## config.mk

```make
export PLATFORM = sky130hd
export DESIGN_NAME = cpurv_mem_arbiter
export DESIGN_NICKNAME = d
export VERILOG_FILES = /design/src/rtl/cpurv_mem_arbiter.sv
export SDC_FILE = /design/constraint.sdc
export NUM_CORES = 1
export LEC_CHECK = 0
export ABC_AREA = 0
export BUFFER_PORTS_ARGS = -buffer_cell sky130_fd_sc_hd__buf_2
export CORE_AREA = 3 3 106 108
export DETAILED_ROUTE_END_ITERATION = 8
export DIE_AREA = 0 0 109 111
export PLACE_DENSITY = 0.68
export SLEW_MARGIN = 20
export SYNTH_ARGS = -nofsm -noshare
export SYNTH_HDL_FRONTEND = slang
export SYNTH_SLANG_ARGS = --single-unit
```

## constraint.sdc

```tcl
create_clock -name clock -period 1.49 [get_ports clock]
set_clock_uncertainty 0.15 [all_clocks]
set_input_delay 0.2235 -clock clock [delete_from_list [all_inputs] [get_ports clock]]
set_output_delay 0.2235 -clock clock [all_outputs]
set_load 0.1 [all_outputs]
```

## src/rtl/cpurv_mem_arbiter.sv

```systemverilog
// cpurv_mem_arbiter: shares one single-port sync memory between
// the fetch path and the load/store path with alternating priority.
module cpurv_mem_arbiter #(
  parameter int AW      = 32,
  parameter int DW      = 32,
  parameter int MEM_LAT = 1
) (
  input  logic          clock,
  input  logic          reset,
  input  logic          if_req,
  input  logic [AW-1:0] if_addr,
  output logic          if_ready,
  output logic          if_valid,
  output logic [DW-1:0] if_rdata,
  input  logic          d_req,
  input  logic          d_we,
  input  logic [AW-1:0] d_addr,
  input  logic [DW-1:0] d_wdata,
  input  logic [3:0]    d_be,
  output logic          d_ready,
  output logic          d_valid,
  output logic [DW-1:0] d_rdata,
  output logic          mem_en,
  output logic          mem_we,
  output logic [3:0]    mem_be,
  output logic [AW-3:0] mem_addr,
  output logic [DW-1:0] mem_wdata,
  input  logic [DW-1:0] mem_rdata,
  output logic          busy
);

  typedef enum logic {
    IDLE,
    WAIT
  } state_t;

  state_t     state, state_n;
  logic       last_d, last_d_n;
  logic       owner_d, owner_d_n;
  logic [2:0] cnt, cnt_n;
  logic       idle_ok;
  logic       gnt_if, gnt_d;
  logic       expire;
  logic       unused;

  assign unused = ^{if_addr[1:0], d_addr[1:0]};

  assign busy    = (state == WAIT);
  assign idle_ok = (state == IDLE) && reset;
  assign expire  = (state == WAIT) && (cnt == 3'd1);

  // On a tie, last_d decides: the side not served last wins.
  assign gnt_if = idle_ok && if_req && (!d_req || last_d);
  assign gnt_d  = idle_ok && d_req && (!if_req || !last_d);

  assign if_ready = gnt_if;
  assign d_ready  = gnt_d;

  always_comb begin
    mem_en    = 1'b0;
    mem_we    = 1'b0;
    mem_be    = 4'h0;
    mem_addr  = '0;
    mem_wdata = '0;
    if (gnt_d) begin
      mem_en    = 1'b1;
      mem_we    = d_we;
      mem_be    = d_we ? d_be : 4'hF;
      mem_addr  = d_addr[AW-1:2];
      mem_wdata = d_we ? d_wdata : '0;
    end else if (gnt_if) begin
      mem_en   = 1'b1;
      mem_be   = 4'hF;
      mem_addr = if_addr[AW-1:2];
    end
  end

  always_comb begin
    state_n   = state;
    last_d_n  = last_d;
    owner_d_n = owner_d;
    cnt_n     = cnt;
    unique case (state)
      IDLE: begin
        if (gnt_if || gnt_d) begin
          state_n   = WAIT;
          cnt_n     = 3'(MEM_LAT);
          owner_d_n = gnt_d;
          last_d_n  = gnt_d;
        end
      end
      WAIT: begin
        cnt_n = cnt - 3'd1;
        if (expire) state_n = IDLE;
      end
      default: state_n = IDLE;
    endcase
  end

  always_ff @(posedge clock) begin
    if (!reset) begin
      state    <= IDLE;
      last_d   <= 1'b1;
      owner_d  <= 1'b0;
      cnt      <= 3'd0;
      if_valid <= 1'b0;
      d_valid  <= 1'b0;
      if_rdata <= '0;
      d_rdata  <= '0;
    end else begin
      state    <= state_n;
      last_d   <= last_d_n;
      owner_d  <= owner_d_n;
      cnt      <= cnt_n;
      if_valid <= expire && !owner_d;
      d_valid  <= expire && owner_d;
      if (expire && !owner_d) if_rdata <= mem_rdata;
      if (expire && owner_d) d_rdata <= mem_rdata;
    end
  end

endmodule
```

# ---- After elaboration in Yosys (flattened, before gate mapping)
# Index checks and enable logic that the tools add are counted.
dict set report word_totals {
  ff_bits 72
  word_cells 43
}
dict set report op_classes {
  n_addsub 1
  eq_ne 2
  muxes 15
  bitwise_logic 1
  n_reduce_logical 16
}
# cell n
set op_table {}
lappend op_table {{$mux 32} 2}
lappend op_table {{$mux 30} 2}
lappend op_table {{$mux 4} 3}
lappend op_table {{$logic_and 1x1->1} 8}
lappend op_table {{$pmux 3 s2} 1}
lappend op_table {{$mux 1} 5}
lappend op_table {{$logic_not 1->1} 4}
lappend op_table {{$eq 3x1->1 const B} 1}
lappend op_table {{$logic_or 1x1->1} 3}
lappend op_table {{$mux 3} 1}
lappend op_table {{$sub 3x1->3 const B} 1}
lappend op_table {{$ne 2x1->1 const B} 1}
lappend op_table {{$pmux 1 s2} 1}
lappend op_table {{$reduce_and 2->1} 1}
lappend op_table {{$not 1->1} 1}

# ---- Depth between registers and ports, before layout
# Gate-level depths: netlist (run 1).
dict set report depth {
  word_depth 7
  mapped_depth 7
  depth_no_buf 5
}

# ---- Least setup slack after synthesis (run 1)
# OpenSTA, ideal clock, no wires.
dict set report synth_path {
  kind {register -> output}
  start {register state (netlist: busy)}
  end {output port mem_en}
  arrival_time_ps 3055
  required_ps 1117
  path_slack_ps -1938
  stages_incl_launch_ff 3
  n_path_buf 1
  path_cell_list {dfxtp_1 -> clkbuf_1 -> nor3_1}
}
dict set report synth_between {
  elab_chain_len 6
  elab_cells_between_ends 8
}
# element line_no
set synth_lines {}
lappend synth_lines {{from (decl)} 37} ;# state_t state, state_n;
lappend synth_lines {{from (signal assigned)} 111} ;# state <= state_n;
lappend synth_lines {{$not 1->1 (no source line) (*)} --}
lappend synth_lines {{$logic_and 1x1->1 (*)} 49} ;# assign idle_ok = (state == IDLE) && reset;
lappend synth_lines {{$logic_and 1x1->1 (2 in a row)} 53} ;# assign gnt_if = idle_ok && if_req && (!d_req || last_d);
lappend synth_lines {{$mux 1} 71} ;# end else if (gnt_if) begin
lappend synth_lines {{$mux 1 (*)} 65} ;# if (gnt_d) begin
lappend synth_lines {{to (decl)} 23} ;# output logic mem_en,
# Mark *: on every way between the ends. The rest lies on a longest branch, timed or not.

# ---- Final worst setup path (run 1)
dict set report layout_path {
  start {register state (netlist: busy)}
  end {output port mem_addr[16]}
}
dict set report layout_between {
  elab_chain_len 6
  elab_cells_between_ends 8
}
# element line_no
set layout_lines {}
lappend layout_lines {{$not 1->1 (no source line) (*)} --}
lappend layout_lines {{$logic_and 1x1->1 (*)} 49}
lappend layout_lines {{$logic_and 1x1->1 (2 in a row)} 53}
lappend layout_lines {{$mux 30} 71}
lappend layout_lines {{$mux 30 (*)} 65}
lappend layout_lines {{to (decl)} 26} ;# output logic [AW-3:0] mem_addr,
# Marks and branches as above.

==> results.md, run 1 <==
• Nets: 813
• final total negative setup slack: -37.85 ns
• initial standard-cell utilization of the core: 30.31%
• Highest Clock Rate: 489.7 MHz
• number of standard cells after synthesis: 375
• area added between synthesis and finish: 128.2%
• power share of the sequential group: 34.1%
• ratio of routed vias to standard cells: 5.023
• number of hold violations in the final report: 0
• GRT Residual Overflow: 0
• clock share of power: 26.1%
• number of cells on the worst reg-to-reg path: 6
• Cell Area, Synth: 0.003129 mm²
• pin count of the biggest net entering global routing: 56
• insertion delay to the later sink of the worst-skew pair: 0.34 ns
• TritonCTS sink count: 72
• average wire per cell in the routed design: 19.26 µm
• Root Buffer: sky130_fd_sc_hd__clkbuf_8
• Cell variety after synth: 29
• data arrival time at the worst-slack endpoint: 1.67 ns
• power density normalized to cell area: 837.3 mW/mm²
• GPL Wtd Cong: 0.7975
• crit path launch type: flop
• startpoint of the most critical register-to-register path: busy$_SDFF_PN0_
• total core area: 0.01032 mm²
• share of total power consumed by net switching: 37.70%
• global-route wire length before repair: 22870 µm
• Reg-to-Reg End: d_rdata[14]$_SDFFE_PN0P_
• Final setup violation count: 101
• Chip Height: 111 µm
• Worst IR Drop VDD: 0.7653 mV
• nets in the synthesized netlist: 514
• Synth Register Bits: 72
• CTS tree: yes
• Pre-Repair DR Iteration Count: 4
• FP Rows: 37
• vias post-DR: 4104
• capturing instance or port of the critical path: mem_addr[16]
• overall die width: 109 µm
• number of maximum-capacitance constraint violations: 0
• total leakage power: 3.254 nW
• WL met1: 5586 µm
• count of fill cells added during filler insertion: 728
• number of buffers inserted by port buffering: 269
• Crit Path Class: reg2out
• Worst Max-Slew Pin Slew: 0.4892 ns
• slew margin rel.: 67.61%
• I/O pin cnt: 274
• Detail Placement HPWL: 10440 µm
• reg-to-reg setup timing slack: -0.11 ns
• final worst path period need: 2.042 ns
• kind of end point of the critical path: output port
• final setup margin: -0.5521 ns
• Reg clk slew, reported paths: 0.07 ns
• sequential-to-total area share from yosys stat: 46.06%
• Max H-tree Level: 3
• crit-path max FO: 15
• violated checks: negative setup slack
• outcome: finished with violations
• global-route total usage across every layer: 24.23%
• wire length on met2: 8276 µm
• post-route fraction of the period consumed by the critical path: 137.1%
• share of power burned in combinational logic: 39.7%
• total power consumption of the routed design: 5.979 mW
• Post-DRT Antenna Nets: 0
• internal power of the cells: 3.725 mW
• startpoint of the most critical setup path: busy$_SDFF_PN0_
• number of global-route vias before repair: 4150
• highest metal layer with signal wires: met4
• average cell area after synthesis: 8.345 µm²
• initial antenna violation count: 2
• critical path data required time: 1.12 ns
• Routed Wire Length: 15740 µm
• Psw: 2.254 mW
• layout cell share with drive strength beyond 1: 57.73%
• # DRC: 0
• die area: 0.01210 mm²
• detailed router's first-iteration violation count: 304
• Final Max Slew Viols: 0
• Worst Hold Class: in2reg
• detailed-routed wire length on met3: 1453 µm
• Max Root-Sink Buffers: 2
• unrepaired setup endpoints after global routing: yes
• total number of yosys warnings: 0
• CTS Buf Count: 9
placed cells by master (no fill, tap or decap), types with 2 or more instances in the layout:
cell type	count
sky130_fd_sc_hd__nand2b_1	8
sky130_fd_sc_hd__clkinv_2	2
sky130_fd_sc_hd__buf_6	4
sky130_fd_sc_hd__diode_2	2
sky130_fd_sc_hd__dlygate4sd3_1	27
sky130_fd_sc_hd__clkbuf_16	2
sky130_fd_sc_hd__buf_12	82
sky130_fd_sc_hd__buf_4	63
sky130_fd_sc_hd__a22o_2	12
sky130_fd_sc_hd__clkbuf_8	11
sky130_fd_sc_hd__and3_4	33
sky130_fd_sc_hd__o21ai_1	4
sky130_fd_sc_hd__bufbuf_16	3
sky130_fd_sc_hd__a21o_4	4
sky130_fd_sc_hd__clkbuf_1	2
sky130_fd_sc_hd__nand2_1	34
sky130_fd_sc_hd__buf_2	133
sky130_fd_sc_hd__o21ai_0	60
sky130_fd_sc_hd__clkbuf_4	12
sky130_fd_sc_hd__a22o_4	18
sky130_fd_sc_hd__inv_1	2
sky130_fd_sc_hd__a21oi_1	2
sky130_fd_sc_hd__nor2_1	5
sky130_fd_sc_hd__dfxtp_1	70
sky130_fd_sc_hd__nand3_1	64
sky130_fd_sc_hd__buf_16	3
layer usage:
metal / GRT usage (%) / up-vias
li1: - / 1953
met1: 25.95 / 1901
met2: 43.49 / 220
met3: 6.232 / 30
met4: 11.20 / 0
met5: 0 / -
cells by family after synthesis:
| logic type | after synthesis | synth area share [%] |
|---|---|---|
| AOI/OAI and AO/OA | 105 | 21.35 |
| and+or+nand+nor | 152 | 24.95 |
| buffers and inverters | 44 | 6.837 |
| DFF | 72 | 46.06 |
| adders and majority gates | 2 | 0.7996 |
stage by stage:
stage	utilization (%)	std cells	hold slack (ns)	worst slack, ns	cell area, µm²
6_report	69.17	817	0.01783	-0.5521	7141
5_1_grt	69.17	817	0.01309	-0.6021	7141
4_1_cts	67.93	811	0.002814	-0.5751	7013
3_5_place_dp	58.88	756	0.3065	-0.3403	6078
3_3_place_gp	58.88	756	0.2997	-0.2587	6078
2_1_floorplan	-	375	0.2122	-0.4544	3517
cells in the mapped netlist:
library cell	count	area (µm²)
sky130_fd_sc_hd__a211oi_1	1	7.510
sky130_fd_sc_hd__a21o_1	4	30.03
sky130_fd_sc_hd__a21oi_1	2	10.01
sky130_fd_sc_hd__a221o_1	1	10.01
sky130_fd_sc_hd__a22o_1	30	262.8
sky130_fd_sc_hd__a311oi_1	1	8.760
sky130_fd_sc_hd__a31o_1	1	8.760
sky130_fd_sc_hd__and2_1	1	6.260
sky130_fd_sc_hd__and3_1	34	212.7
sky130_fd_sc_hd__buf_1	7	26.28
sky130_fd_sc_hd__buf_2	13	65.06
sky130_fd_sc_hd__buf_6	4	45.04
sky130_fd_sc_hd__clkbuf_1	15	56.30
sky130_fd_sc_hd__clkbuf_2	2	10.01
sky130_fd_sc_hd__dfxtp_1	72	1441
sky130_fd_sc_hd__ha_1	2	25.02
sky130_fd_sc_hd__inv_1	3	11.26
sky130_fd_sc_hd__nand2_1	34	127.6
sky130_fd_sc_hd__nand2b_1	8	50.05
sky130_fd_sc_hd__nand3_1	64	320.3
sky130_fd_sc_hd__nand3b_1	1	7.510
sky130_fd_sc_hd__nand4b_1	1	8.760
sky130_fd_sc_hd__nand4bb_1	1	11.26
sky130_fd_sc_hd__nor2_1	5	18.77
sky130_fd_sc_hd__nor2b_1	1	6.260
sky130_fd_sc_hd__nor3_1	1	5.000
sky130_fd_sc_hd__o211a_1	1	10.01
sky130_fd_sc_hd__o21ai_0	64	320.3
sky130_fd_sc_hd__or3_1	1	6.260
area by class of cell:
type	instances	area [µm²]	share of cell area [%]
Sequential cell	72	1446	20.26
Inverter	3	11.26	0.1577
Multi-Input combinational cell	259	1893	26.51
Clock buffer	13	158.9	2.225
Antenna cell	2	5.005	0.07009
Clock inverter	3	40.04	0.5607
Tap cell	136	170.2	2.383
Timing Repair Buffer	329	3416	47.84
sequential cells by signal, summed over array words and instances (netlist names):
register	cells
busy	1
owner_d	1
d_valid	1
if_rdata	32
if_valid	1
cnt	3
last_d	1
d_rdata	32
what timing repair did:
action                                 CTS  global route
setup buffers                            5             3
setup endpoints to repair              127           148
gates resized for setup                 71            24
pin swaps                                2             4
hold buffers                            27             0
endpoints found under the hold margin   41             0
cloned                                   7             2
power groups by stage:
stage	clock network, mW	registers, mW	logic, mW
final	1.56	2.04	2.38
after global routing	1.68	2.05	2.45
after CTS	1.59	2.04	2.33
after detailed placement	0	2.08	2.14
after global placement	0	2.07	2.11
after floorplan	0	2.49	0.993
worst max-delay path, stage by stage, from the launching register on:
cell                      delay (ns)
sky130_fd_sc_hd__dfxtp_4        0.35
sky130_fd_sc_hd__nor2b_4        0.11
sky130_fd_sc_hd__and3_4         0.21
sky130_fd_sc_hd__buf_12         0.13
sky130_fd_sc_hd__buf_12         0.14
sky130_fd_sc_hd__a22o_2         0.19
sky130_fd_sc_hd__buf_12         0.17
how the worst min path moves through the flow:
stage                                        start  depth (start not counted)                   endpoint
after global routing                  mem_rdata[3]                          3    d_rdata[3]$_SDFFE_PN0P_
after floorplan                              d_req                          1        last_d$_SDFFE_PN1P_
final                                 mem_rdata[3]                          3    d_rdata[3]$_SDFFE_PN0P_
after detailed placement  d_rdata[13]$_SDFFE_PN0P_                          2   d_rdata[13]$_SDFFE_PN0P_
after global placement     d_rdata[5]$_SDFFE_PN0P_                          2    d_rdata[5]$_SDFFE_PN0P_
after CTS                            mem_rdata[11]                          3  if_rdata[11]$_SDFFE_PN0P_
No activity file was read; power rests on OpenSTA's default activity.
==> inputs of run 2 (changes only) <==
--- a/config.mk
+++ b/config.mk
@@ -10,7 +10,7 @@
 export CORE_AREA = 3 3 106 108
 export DETAILED_ROUTE_END_ITERATION = 8
 export DIE_AREA = 0 0 109 111
-export PLACE_DENSITY = 0.68
+export PLACE_DENSITY = 0.7
 export SLEW_MARGIN = 20
 export SYNTH_ARGS = -nofsm -noshare
 export SYNTH_HDL_FRONTEND = slang
==> results.md, run 2 (same netlist as run 1, synthesis figures left out) <==
• most common cell after layout, fill and taps aside: sky130_fd_sc_hd__buf_2, unchanged
• number of maximum-capacitance constraint violations: 0, unchanged
• pin count of the biggest net entering global routing: 52, was 56
• hold path cells: 3, unchanged
• unrepaired setup endpoints after global routing: yes, unchanged
• total leakage power: 3.514 nW, was 3.254 nW
• data arrival time at the worst-slack endpoint: 1.66 ns, was 1.67 ns
• die area: 0.01210 mm², unchanged
• Final setup violation count: 141, was 101
• Nets: 831, was 813
• violated checks: negative setup slack, unchanged
• global-route total usage across every layer: 28.16%, was 24.23%
• number of hold violations in the final report: 0, unchanged
• Routed Wire Length: 18290 µm, was 15740 µm
• Worst Hold Class: in2reg, unchanged
• Crit Path Class: reg2out, unchanged
• GRT Residual Overflow: 0, unchanged
• kind of end point of the critical path: output port, unchanged
• registers with the most flip-flops: d_rdata x32, if_rdata x32, cnt x3, unchanged
• slew margin rel.: 54.18%, was 67.61%
• number of global-route vias before repair: 4599, was 4150
• # DRC: 0, unchanged
• cell area after placement: 0.006148 mm², was 0.006078 mm²
• post-route cell area: 0.008021 mm², was 0.007141 mm²
• Reg-to-Reg End: d_rdata[3]$_SDFFE_PN0P_, was d_rdata[14]$_SDFFE_PN0P_
• number of buffers inserted by port buffering: 269, unchanged
• overall die width: 109 µm, unchanged
• crit path launch type: flop, unchanged
• final worst path period need: 2.033 ns, was 2.042 ns
• area added between synthesis and finish: 156.3%, was 128.2%
• Highest Clock Rate: 491.9 MHz, was 489.7 MHz
• crit-path max FO: 16, was 15
• I/O pin cnt: 274, unchanged
• Max H-tree Level: 3, unchanged
• Reg clk slew, reported paths: 0.08 ns, was 0.07 ns
• count of fill cells added during filler insertion: 603, was 728
• launch point of the worst hold path: mem_rdata[2], was mem_rdata[3]
• Worst IR Drop VDD: 0.7153 mV, was 0.7653 mV
• final hold slack: 0.02013 ns, was 0.01783 ns
• initial antenna violation count: 4, was 2
• endpoint of the worst hold-timing path: d_rdata[2]$_SDFFE_PN0P_, was d_rdata[3]$_SDFFE_PN0P_
• most used cells in the layout excluding fill and tap cells: sky130_fd_sc_hd__buf_2 (133), sky130_fd_sc_hd__buf_12 (88), sky130_fd_sc_hd__dfxtp_1 (70), was sky130_fd_sc_hd__buf_2 (133), sky130_fd_sc_hd__buf_12 (82), sky130_fd_sc_hd__dfxtp_1 (70)
• final setup margin: -0.5429 ns, was -0.5521 ns
• Detail Placement HPWL: 10750 µm, was 10440 µm
• Post-DRT Antenna Nets: 0, unchanged
• ratio of routed vias to standard cells: 5.170, was 5.023
• startpoint of the most critical register-to-register path: busy$_SDFF_PN0_, unchanged
• reg-to-reg setup timing slack: -0.26 ns, was -0.11 ns
• power density normalized to cell area: 785.4 mW/mm², was 837.3 mW/mm²
• worst setup timing slack at the placement stage: -0.2653 ns, was -0.3403 ns
• TritonCTS sink count: 72, unchanged
• FP Rows: 37, unchanged
• Chip Height: 111 µm, unchanged
• Root Buffer: sky130_fd_sc_hd__clkbuf_8, unchanged
• CTS tree: yes, unchanged
• Final Max Slew Viols: 0, unchanged
• total core area: 0.01032 mm², unchanged
• Worst Max-Slew Pin Slew: 0.6873 ns, was 0.4892 ns
• Max Root-Sink Buffers: 2, unchanged
• Pre-Repair DR Iteration Count: 4, unchanged
• post-route fraction of the period consumed by the critical path: 136.4%, was 137.1%
• initial standard-cell utilization of the core: 30.31%, unchanged
• layout cell share with drive strength beyond 1: 70.73%, was 57.73%
• CTS Buf Count: 9, unchanged
• final total negative setup slack: -48.38 ns, was -37.85 ns
• outcome: finished with violations, unchanged
• number of cells on the worst reg-to-reg path: 9, was 6
• global-route wire length before repair: 26050 µm, was 22870 µm
• vias post-DR: 4322, was 4104
• critical path data required time: 1.12 ns, about the same
• GPL Wtd Cong: 0.8021, was 0.7975
• detailed router's first-iteration violation count: 238, was 304
• insertion delay to the later sink of the worst-skew pair: 0.35 ns, was 0.34 ns
• average wire per cell in the routed design: 21.87 µm, was 19.26 µm
==> run 2: cell types whose count changed in the layout (fill, tap and decap cells not counted), moves of 5 or more <==
cell	change
sky130_fd_sc_hd__o21ai_1	+44
sky130_fd_sc_hd__nand3_1	-52
sky130_fd_sc_hd__nand3_4	+5
sky130_fd_sc_hd__nand3_2	+47
sky130_fd_sc_hd__buf_16	+12
sky130_fd_sc_hd__o21ai_2	+15
sky130_fd_sc_hd__buf_6	+7
sky130_fd_sc_hd__o21ai_0	-60
sky130_fd_sc_hd__buf_12	+6
==> run 2: through the flow <==
step	std cells	power (mW)	util, %
final	836	6.300	77.70
after global routing	836	6.494	77.70
after CTS	831	6.164	73.89
after detailed placement	758	4.237	59.56
after global placement	758	4.204	59.56
after floorplan	375	3.479	-
==> run 2: worst max path at each step <==
stage,startpoint,to,slack (ns)
after floorplan,busy$_SDFF_PN0_,mem_addr[16],-0.45
after global placement,reset,mem_wdata[7],-0.25
after detailed placement,reset,mem_wdata[7],-0.27
after CTS,busy$_SDFF_PN0_,mem_wdata[7],-0.55
after global routing,busy$_SDFF_PN0_,mem_wdata[7],-0.61
final,busy$_SDFF_PN0_,mem_addr[8],-0.54
==> run 2: repair_timing <==
item	CTS	global route
gates resized for setup	193	76
hold buffers	23	0
hold endpoints to repair	40	0
buffers inserted	19	2
gates cloned	16	4
endpoints found under the setup margin	172	152
pin swaps	23	17
==> run 2: critical path, cell delays in order (launching register included) <==
cell and delay, ns:
sky130_fd_sc_hd__dfxtp_4 0.35, sky130_fd_sc_hd__nor2b_4 0.10, sky130_fd_sc_hd__and3_4 0.23, sky130_fd_sc_hd__buf_6 0.11, sky130_fd_sc_hd__buf_12 0.14, sky130_fd_sc_hd__a22o_2 0.18
sky130_fd_sc_hd__buf_12 0.17
==> run 2: area by class of cell <==
cell class,instances,area [µm²],share of cell area (%)
diodes,3,7.507,0.09359
clock inverters,3,40.04,0.4991
repair buffers,347,3847,47.96
flip-flops and latches,72,1446,18.03
multi-input cells,259,2340,29.17
well taps,136,170.2,2.121
clock buffers,13,158.9,1.981
inverters,3,11.26,0.1404
==> run 2: metal layers <==
metal	share of wire, %	vias up	wire [µm]	GRT usage (%)
li1	-	2001	-	-
met1	34	2005	6266	29.27
met2	52	253	9497	49.06
met3	8.4	61	1535	7.804
met4	5.3	2	974	17.34
met5	0.071	-	13	0
==> run 2: report_power, final <==
part,switching [mW],internal [mW],total [mW]
registers,0.0612,1.99,2.06
clock network,0.736,0.862,1.60
logic,1.63,1.01,2.65
total,2.43,3.87,6.30
